===== config.mk =====
export PLATFORM = sky130hd
export DESIGN_NAME = hdmi_timing_gen_flat
export DESIGN_NICKNAME = d
export VERILOG_FILES = /design/src/rtl/hdmi_timing_gen_if.sv /design/src/rtl/hdmi_timing_gen.sv /design/src/flat_wrapper.sv
export SDC_FILE = /design/constraint.sdc
export NUM_CORES = 1
export LEC_CHECK = 0
export CAP_MARGIN = 10
export CORE_MARGIN = 5
export CORE_UTILIZATION = 52
export CTS_CLUSTER_DIAMETER = 30
export CTS_CLUSTER_SIZE = 16
export DETAILED_ROUTE_END_ITERATION = 7
export PLACE_DENSITY_LB_ADDON = 0.05
export SYNTH_ARGS = -nofsm -noshare
export SYNTH_HDL_FRONTEND = slang
export SYNTH_SLANG_ARGS = --single-unit

===== constraint.sdc =====
create_clock -name clk -period 4.9 [get_ports clk]
set_input_delay 0.98 -clock clk [delete_from_list [all_inputs] [get_ports clk]]
set_output_delay 0.98 -clock clk [all_outputs]
set_load 0.02 [all_outputs]

===== src/rtl/hdmi_timing_gen_if.sv =====
// Pixel request/return channel between the timing generator and its pixel source.
// The generator issues req_* and the source answers on pix_data one cycle later.
interface hdmi_timing_gen_if #(
  parameter int CNT_W = 12
);
  logic             req_valid;
  logic [CNT_W-1:0] req_x;
  logic [CNT_W-1:0] req_y;
  logic [23:0]      pix_data;

  modport master (
    output req_valid,
    output req_x,
    output req_y,
    input  pix_data
  );

  modport slave (
    input  req_valid,
    input  req_x,
    input  req_y,
    output pix_data
  );
endinterface


===== src/rtl/hdmi_timing_gen.sv =====
// Video raster timing generator: h/v counters, 2-stage pixel request/return pipeline, run/stop FSM.
// Optional colour-bar generator enabled by defining HDMI_TEST_PATTERN_EN (adds input tp_en).
module hdmi_timing_gen #(
  parameter int CNT_W      = 12,
  parameter int H_TOTAL    = 2200,
  parameter int H_SYNC     = 44,
  parameter int H_BP       = 148,
  parameter int H_FP       = 88,
  parameter int V_TOTAL    = 1125,
  parameter int V_SYNC     = 5,
  parameter int V_BP       = 36,
  parameter int V_FP       = 4,
  parameter int H_SYNC_POL = 1,
  parameter int V_SYNC_POL = 1
) (
  input  logic             clk,
  input  logic             rst,
  input  logic             run,
`ifdef HDMI_TEST_PATTERN_EN
  input  logic             tp_en,
`endif
  hdmi_timing_gen_if.master pix,
  output logic [23:0]      data,
  output logic             h_sync,
  output logic             v_sync,
  output logic             data_en,
  output logic             frame_start,
  output logic             busy,
  output logic             clk_out
);

  localparam logic [CNT_W-1:0] ONE       = CNT_W'(1);
  localparam logic [CNT_W-1:0] H_LAST    = CNT_W'(H_TOTAL - 1);
  localparam logic [CNT_W-1:0] V_LAST    = CNT_W'(V_TOTAL - 1);
  localparam logic [CNT_W-1:0] H_SYNC_C  = CNT_W'(H_SYNC);
  localparam logic [CNT_W-1:0] V_SYNC_C  = CNT_W'(V_SYNC);
  localparam logic [CNT_W-1:0] H_START_C = CNT_W'(H_SYNC + H_BP);
  localparam logic [CNT_W-1:0] H_END_C   = CNT_W'(H_TOTAL - H_FP - 1);
  localparam logic [CNT_W-1:0] V_START_C = CNT_W'(V_SYNC + V_BP);
  localparam logic [CNT_W-1:0] V_END_C   = CNT_W'(V_TOTAL - V_FP - 1);
  localparam logic             HS_ACT    = (H_SYNC_POL != 0);
  localparam logic             VS_ACT    = (V_SYNC_POL != 0);

  typedef enum logic [1:0] {
    IDLE,
    RUN,
    STOPPING
  } state_t;

  state_t           state_q, state_d;
  logic [CNT_W-1:0] hc_q, hc_d;
  logic [CNT_W-1:0] vc_q, vc_d;

  logic             counting;
  logic             h_last;
  logic             v_last;
  logic             hs_raw;
  logic             vs_raw;
  logic             fs_raw;
  logic             act;

  // Stage 1: decoded raster position, also the request to the pixel source
  logic             s1_hs_q, s1_hs_d;
  logic             s1_vs_q, s1_vs_d;
  logic             s1_fs_q, s1_fs_d;
  logic             req_valid_q, req_valid_d;
  logic [CNT_W-1:0] req_x_q, req_x_d;
  logic [CNT_W-1:0] req_y_q, req_y_d;

  // Stage 2: aligned with the pixel returned by the source
  logic             h_sync_q, h_sync_d;
  logic             v_sync_q, v_sync_d;
  logic             data_en_q, data_en_d;
  logic             frame_start_q, frame_start_d;

  assign counting = (state_q != IDLE);
  assign h_last   = (hc_q == H_LAST);
  assign v_last   = (vc_q == V_LAST);

  always_comb begin
    state_d = state_q;
    unique case (state_q)
      IDLE:     if (run) state_d = RUN;
      RUN:      if (!run) state_d = STOPPING;
      STOPPING: begin
        if (run) begin
          state_d = RUN;
        end else if (h_last && v_last) begin
          state_d = IDLE;
        end
      end
      default:  state_d = IDLE;
    endcase
  end

  always_comb begin
    hc_d = hc_q;
    vc_d = vc_q;
    if (!counting) begin
      hc_d = '0;
      vc_d = '0;
    end else if (h_last) begin
      hc_d = '0;
      vc_d = v_last ? '0 : vc_q + ONE;
    end else begin
      hc_d = hc_q + ONE;
    end
  end

  // Everything decoded from the counters is forced inactive while idle, so the pipeline drains.
  always_comb begin
    hs_raw = counting && (hc_q < H_SYNC_C);
    vs_raw = counting && (vc_q < V_SYNC_C);
    fs_raw = counting && (hc_q == '0) && (vc_q == '0);
    act    = counting
          && (hc_q >= H_START_C) && (hc_q <= H_END_C)
          && (vc_q >= V_START_C) && (vc_q <= V_END_C);
  end

  always_comb begin
    s1_hs_d     = hs_raw;
    s1_vs_d     = vs_raw;
    s1_fs_d     = fs_raw;
    req_valid_d = act;
    req_x_d     = act ? (hc_q - H_START_C) : '0;
    req_y_d     = act ? (vc_q - V_START_C) : '0;

    h_sync_d      = s1_hs_q ? HS_ACT : ~HS_ACT;
    v_sync_d      = s1_vs_q ? VS_ACT : ~VS_ACT;
    data_en_d     = req_valid_q;
    frame_start_d = s1_fs_q;
  end

  always_ff @(posedge clk) begin
    if (rst) begin
      state_q       <= IDLE;
      hc_q          <= '0;
      vc_q          <= '0;
      s1_hs_q       <= 1'b0;
      s1_vs_q       <= 1'b0;
      s1_fs_q       <= 1'b0;
      req_valid_q   <= 1'b0;
      req_x_q       <= '0;
      req_y_q       <= '0;
      h_sync_q      <= ~HS_ACT;
      v_sync_q      <= ~VS_ACT;
      data_en_q     <= 1'b0;
      frame_start_q <= 1'b0;
    end else begin
      state_q       <= state_d;
      hc_q          <= hc_d;
      vc_q          <= vc_d;
      s1_hs_q       <= s1_hs_d;
      s1_vs_q       <= s1_vs_d;
      s1_fs_q       <= s1_fs_d;
      req_valid_q   <= req_valid_d;
      req_x_q       <= req_x_d;
      req_y_q       <= req_y_d;
      h_sync_q      <= h_sync_d;
      v_sync_q      <= v_sync_d;
      data_en_q     <= data_en_d;
      frame_start_q <= frame_start_d;
    end
  end

`ifdef HDMI_TEST_PATTERN_EN
  localparam int H_ACTIVE = H_TOTAL - H_SYNC - H_BP - H_FP;
  localparam int BAR_W    = ((H_ACTIVE >> 3) > 0) ? (H_ACTIVE >> 3) : 1;
  localparam logic [CNT_W-1:0] BAR_LAST = CNT_W'(BAR_W - 1);

  function automatic logic [23:0] bar_rgb(input logic [2:0] idx);
    logic [23:0] rgb;
    unique case (idx)
      3'd0:    rgb = 24'hFFFFFF;
      3'd1:    rgb = 24'hFFFF00;
      3'd2:    rgb = 24'h00FFFF;
      3'd3:    rgb = 24'h00FF00;
      3'd4:    rgb = 24'hFF00FF;
      3'd5:    rgb = 24'hFF0000;
      3'd6:    rgb = 24'h0000FF;
      default: rgb = 24'h000000;
    endcase
    return rgb;
  endfunction

  logic [CNT_W-1:0] bar_cnt_q, bar_cnt_d;
  logic [2:0]       bar_idx_q, bar_idx_d;
  logic [2:0]       s1_bar_q, s1_bar_d;
  logic [2:0]       s2_bar_q, s2_bar_d;
  logic             bar_first;
  logic [CNT_W-1:0] cur_cnt;
  logic [2:0]       cur_idx;

  // The first active pixel of a line restarts the bar walk regardless of leftover state.
  always_comb begin
    bar_first = (hc_q == H_START_C);
    cur_cnt   = bar_first ? '0 : bar_cnt_q;
    cur_idx   = bar_first ? 3'd0 : bar_idx_q;
    bar_cnt_d = bar_cnt_q;
    bar_idx_d = bar_idx_q;
    if (act) begin
      if (cur_cnt == BAR_LAST) begin
        bar_cnt_d = '0;
        bar_idx_d = (cur_idx == 3'd7) ? 3'd7 : cur_idx + 3'd1;
      end else begin
        bar_cnt_d = cur_cnt + ONE;
        bar_idx_d = cur_idx;
      end
    end
    s1_bar_d = act ? cur_idx : 3'd0;
    s2_bar_d = s1_bar_q;
  end

  always_ff @(posedge clk) begin
    if (rst) begin
      bar_cnt_q <= '0;
      bar_idx_q <= 3'd0;
      s1_bar_q  <= 3'd0;
      s2_bar_q  <= 3'd0;
    end else begin
      bar_cnt_q <= bar_cnt_d;
      bar_idx_q <= bar_idx_d;
      s1_bar_q  <= s1_bar_d;
      s2_bar_q  <= s2_bar_d;
    end
  end

  assign data = data_en_q ? (tp_en ? bar_rgb(s2_bar_q) : pix.pix_data) : 24'h0;
`else
  // pix_data arrives in the same cycle as data_en, so it passes through combinationally.
  assign data = data_en_q ? pix.pix_data : 24'h0;
`endif

  assign pix.req_valid = req_valid_q;
  assign pix.req_x     = req_x_q;
  assign pix.req_y     = req_y_q;
  assign h_sync        = h_sync_q;
  assign v_sync        = v_sync_q;
  assign data_en       = data_en_q;
  assign frame_start   = frame_start_q;
  assign busy          = counting;
  assign clk_out       = ~clk;

endmodule


===== src/flat_wrapper.sv =====
// flat-port wrapper written by rule: the top's interface ports become plain ports
module hdmi_timing_gen_flat 
#(
  parameter int CNT_W      = 12,
  parameter int H_TOTAL    = 2200,
  parameter int H_SYNC     = 44,
  parameter int H_BP       = 148,
  parameter int H_FP       = 88,
  parameter int V_TOTAL    = 1125,
  parameter int V_SYNC     = 5,
  parameter int V_BP       = 36,
  parameter int V_FP       = 4,
  parameter int H_SYNC_POL = 1,
  parameter int V_SYNC_POL = 1
)
  (clk, rst, run, data, h_sync, v_sync, data_en, frame_start, busy, clk_out, pix_req_valid, pix_req_x, pix_req_y, pix_pix_data);
  hdmi_timing_gen_if #(.CNT_W(CNT_W)) pix_i ();
  input  logic clk;
  input  logic rst;
  input  logic run;
  output logic [23:0] data;
  output logic h_sync;
  output logic v_sync;
  output logic data_en;
  output logic frame_start;
  output logic busy;
  output logic clk_out;
  output wire logic [$bits(pix_i.req_valid)-1:0] pix_req_valid;
  output wire logic [$bits(pix_i.req_x)-1:0] pix_req_x;
  output wire logic [$bits(pix_i.req_y)-1:0] pix_req_y;
  input wire logic [$bits(pix_i.pix_data)-1:0] pix_pix_data;
  assign pix_req_valid = pix_i.req_valid;
  assign pix_req_x = pix_i.req_x;
  assign pix_req_y = pix_i.req_y;
  assign pix_i.pix_data = pix_pix_data;
  hdmi_timing_gen #(.CNT_W(CNT_W), .H_TOTAL(H_TOTAL), .H_SYNC(H_SYNC), .H_BP(H_BP), .H_FP(H_FP), .V_TOTAL(V_TOTAL), .V_SYNC(V_SYNC), .V_BP(V_BP), .V_FP(V_FP), .H_SYNC_POL(H_SYNC_POL), .V_SYNC_POL(V_SYNC_POL)) u_core (.clk(clk), .rst(rst), .run(run), .pix(pix_i), .data(data), .h_sync(h_sync), .v_sync(v_sync), .data_en(data_en), .frame_start(frame_start), .busy(busy), .clk_out(clk_out));
endmodule

==> impl_results.md <==
- Outcome: completed
- WL final: 6.93 mm
- Post-synthesis cell count: 326
- CP Max Fanout: 8
- Mapped cell area: 2930 um2
- Clk slew on worst S/H paths: 0.06 ns
- # rows: 27
- CP required: 3.92 ns
- Die width: 85.0 um
- Final Slew Violations: 0
- PostCTS Resize Cnt: 0
- Max-Cap Viols: 0
- Port Buffers: 81
- Final net count: 432
- Final Hold Vio Count: 0
- Worst setup SP type: clock port
- Setup violations, final: 0
- First-pass GRT wire length: 11.9 mm
- Gr usage total: 0.201
- Share of layout cells above drive strength 1: 0.110
- Met2 Routed Length: 3.02 mm
- Worst Path Buf+Inv: 4
- DR iter-0 viols: 163
- Drt wl/cell: 14.6 um
- Cts hold-fix bufs: 0
- Worst path max stage delay: 0.60 ns
- Pre-CTS setup slack: 0.861 ns
- Measured slew at the worst slew-check pin: 0.844 ns
- Number of enable flip-flop cells after synthesis: 0
- Fin cells: 473
- Syn. warnings: 0
- Pre-antenna DRT Iters: 5
- H-tree depth: 3
- Sequential cell area fraction in the yosys report: 0.397
- Crit path DAT: 3.42 ns
- Worst-Skew Late Latency: 0.34 ns
- Core area: 5470 um2
- Tightest Hold Check Type: flop to flop
- Antenna violations before repair: 0
- Total CTS buffers: 9
- Layout Skew: 0.00614 ns
- Die Footprint: 7230 um2
- CTS max path bufs: 2
- Flops & latches, synth: 58
- DRC: 0
- Distinct cells, synth: 56
- Top_reg_cell synth: dfxtp_1
- Placed insts: 458
- Power per cell area: 236 nW/um2
- Post-CTS Setup Inserts: 0
- Fillers: 434
- Static leakage: 1.36 nW
- Total power: 913 uW
- I/O pins: 82
- Initial Utilization: 0.535
- CTS tree: done
- Chip Height: 85.0 um
- Root Buffer: clkbuf_8
- DRT antenna net count: 0
- Top layer in use: met4
- CP Capture Type: output port
- Ant diodes: 0
- Post-DP HPWL: 4.98 mm
- WS Path Type: clock port to output port
- Worst path slowest cell: clkdlybuf4s50_1
- Critical Path, Cell by Cell: clkbuf_8 > clkbuf_8 > inv_1 > clkdlybuf4s50_1
- Cell mode on critical path: clkbuf_8
- Synthesized net count: 361
- Via Count: 2,540
- Area grow syn2layout: 32.0%
- Vias in the first global route: 2,364
- Reg-to-reg slack, setup: 2.22 ns
- Fin Setup TNS: 0 ns
- VDD IR max: 0.220 mV
- Final setup margin: 0.499 ns
- Metal-1 WL: 3.14 mm
- Largest net degree at the start of global routing: 26
- Met3 routed wirelength: 654 um
- Hold slack: 0.445 ns
- Avg Inst Size Synth: 8.98 um2
- RSZ-0062 raised after global routing: false
- Placer Congestion: 0.878
- Vias per cell: 5.37
- FFs w/ async S/R, synth: 0
- Congestion Overflow GR: 0
- Slew margin rel.: 0.433
- CP top delay family: buffers and inverters
stage by stage:
| stage | area, um2 | utilization |
|---|---|---|
| after floorplan | 2930 | - |
| after global placement | 3700 | 0.677 |
| after detailed placement | 3700 | 0.677 |
| after CTS | 3860 | 0.706 |
| after global routing | 3860 | 0.706 |
| final | 3860 | 0.706 |
cell usage after synthesis (4+ instances only):
master / instances / area (um2)
inv_1: 14 / 52.6
a21oi_1: 13 / 65.1
xor2_1: 7 / 61.3
nand3b_1: 4 / 30.0
nor3_1: 8 / 40.0
or4_1: 4 / 30.0
and2_1: 25 / 156
nor2b_1: 6 / 37.5
nand4_1: 7 / 43.8
ha_1: 8 / 100
nor3_2: 17 / 170
xnor2_1: 12 / 105
nor2_1: 20 / 75.1
clkbuf_1: 13 / 48.8
and3_1: 6 / 37.5
o21ai_0: 10 / 50.1
nand2_1: 22 / 82.6
nand3_1: 10 / 50.1
nor4_1: 10 / 62.6
dfxtp_1: 58 / 1160
area by class of cell:
class	instances	area, um2	share of cell area
Multi-Input combinational cell	230	1570	0.406
Timing Repair Buffer	83	823	0.213
Tap cell	72	90.1	0.0233
Sequential cell	58	1160	0.300
Clock inverter	4	18.8	0.00486
Inverter	13	48.8	0.0126
Clock buffer	13	155	0.0401
placed cells by master (no fill, tap or decap), drive strengths merged, types with 5 or more instances in the layout:
master         count
dfxtp             58
clkdlybuf4s50     81
nor3b              5
and3               7
nand4              7
inv               14
nor2b              6
nor3              25
ha                 8
and2              25
a21oi             13
o21ai             10
nor4              12
xnor2             12
nand2             22
xor2               7
nand3             10
nor2              20
clkbuf            12
per-layer routing:
layer,track usage,vias to the layer above
li1,-,1280
met1,0.267,1143
met2,0.294,106
met3,0.0621,11
met4,0.0993,0
met5,0,-
report_power, final:
group / total, mW / switching, mW / internal (mW) / leakage [nW]
Combinational: 0.0399 / 0.0148 / 0.0251 / 0.801
Clock: 0.396 / 0.189 / 0.206 / 0.0914
Sequential: 0.478 / 0.00221 / 0.475 / 0.468
Total: 0.913 / 0.206 / 0.707 / 1.36
state kept, by name, indices dropped and copies added, names as in the netlist, 2 cells and up:
name	flops
u_core.vc_q	12
u_core.pix.req_y	12
u_core.state_q	2
u_core.pix.req_x	12
u_core.hc_q	12
final timing paths:
kind                                     end                         from  cells past startpoint
min reg2reg         u_core.h_sync$_SDFF_PP0_    u_core.s1_hs_q$_SDFF_PP0_                      1
min                 u_core.h_sync$_SDFF_PP0_    u_core.s1_hs_q$_SDFF_PP0_                      1
max reg2reg  u_core.pix.req_y[10]$_SDFF_PP0_  u_core.vc_q[0]$_SDFFE_PP0P_                      7
max                                  clk_out                          clk                      4
cells by family (layout without fill, tap and decap cells):
logic type / Yosys count / in the layout / synth area share
fa+ha+maj: 8 / 8 / 0.0342
simple gates: 163 / 163 / 0.355
mux: 1 / 1 / 0.00342
buf+inv: 38 / 113 / 0.0679
xor+xnor: 19 / 19 / 0.0568
flops: 58 / 58 / 0.397
compound gates: 39 / 39 / 0.0863
No activity file was read; power rests on OpenSTA's default activity.
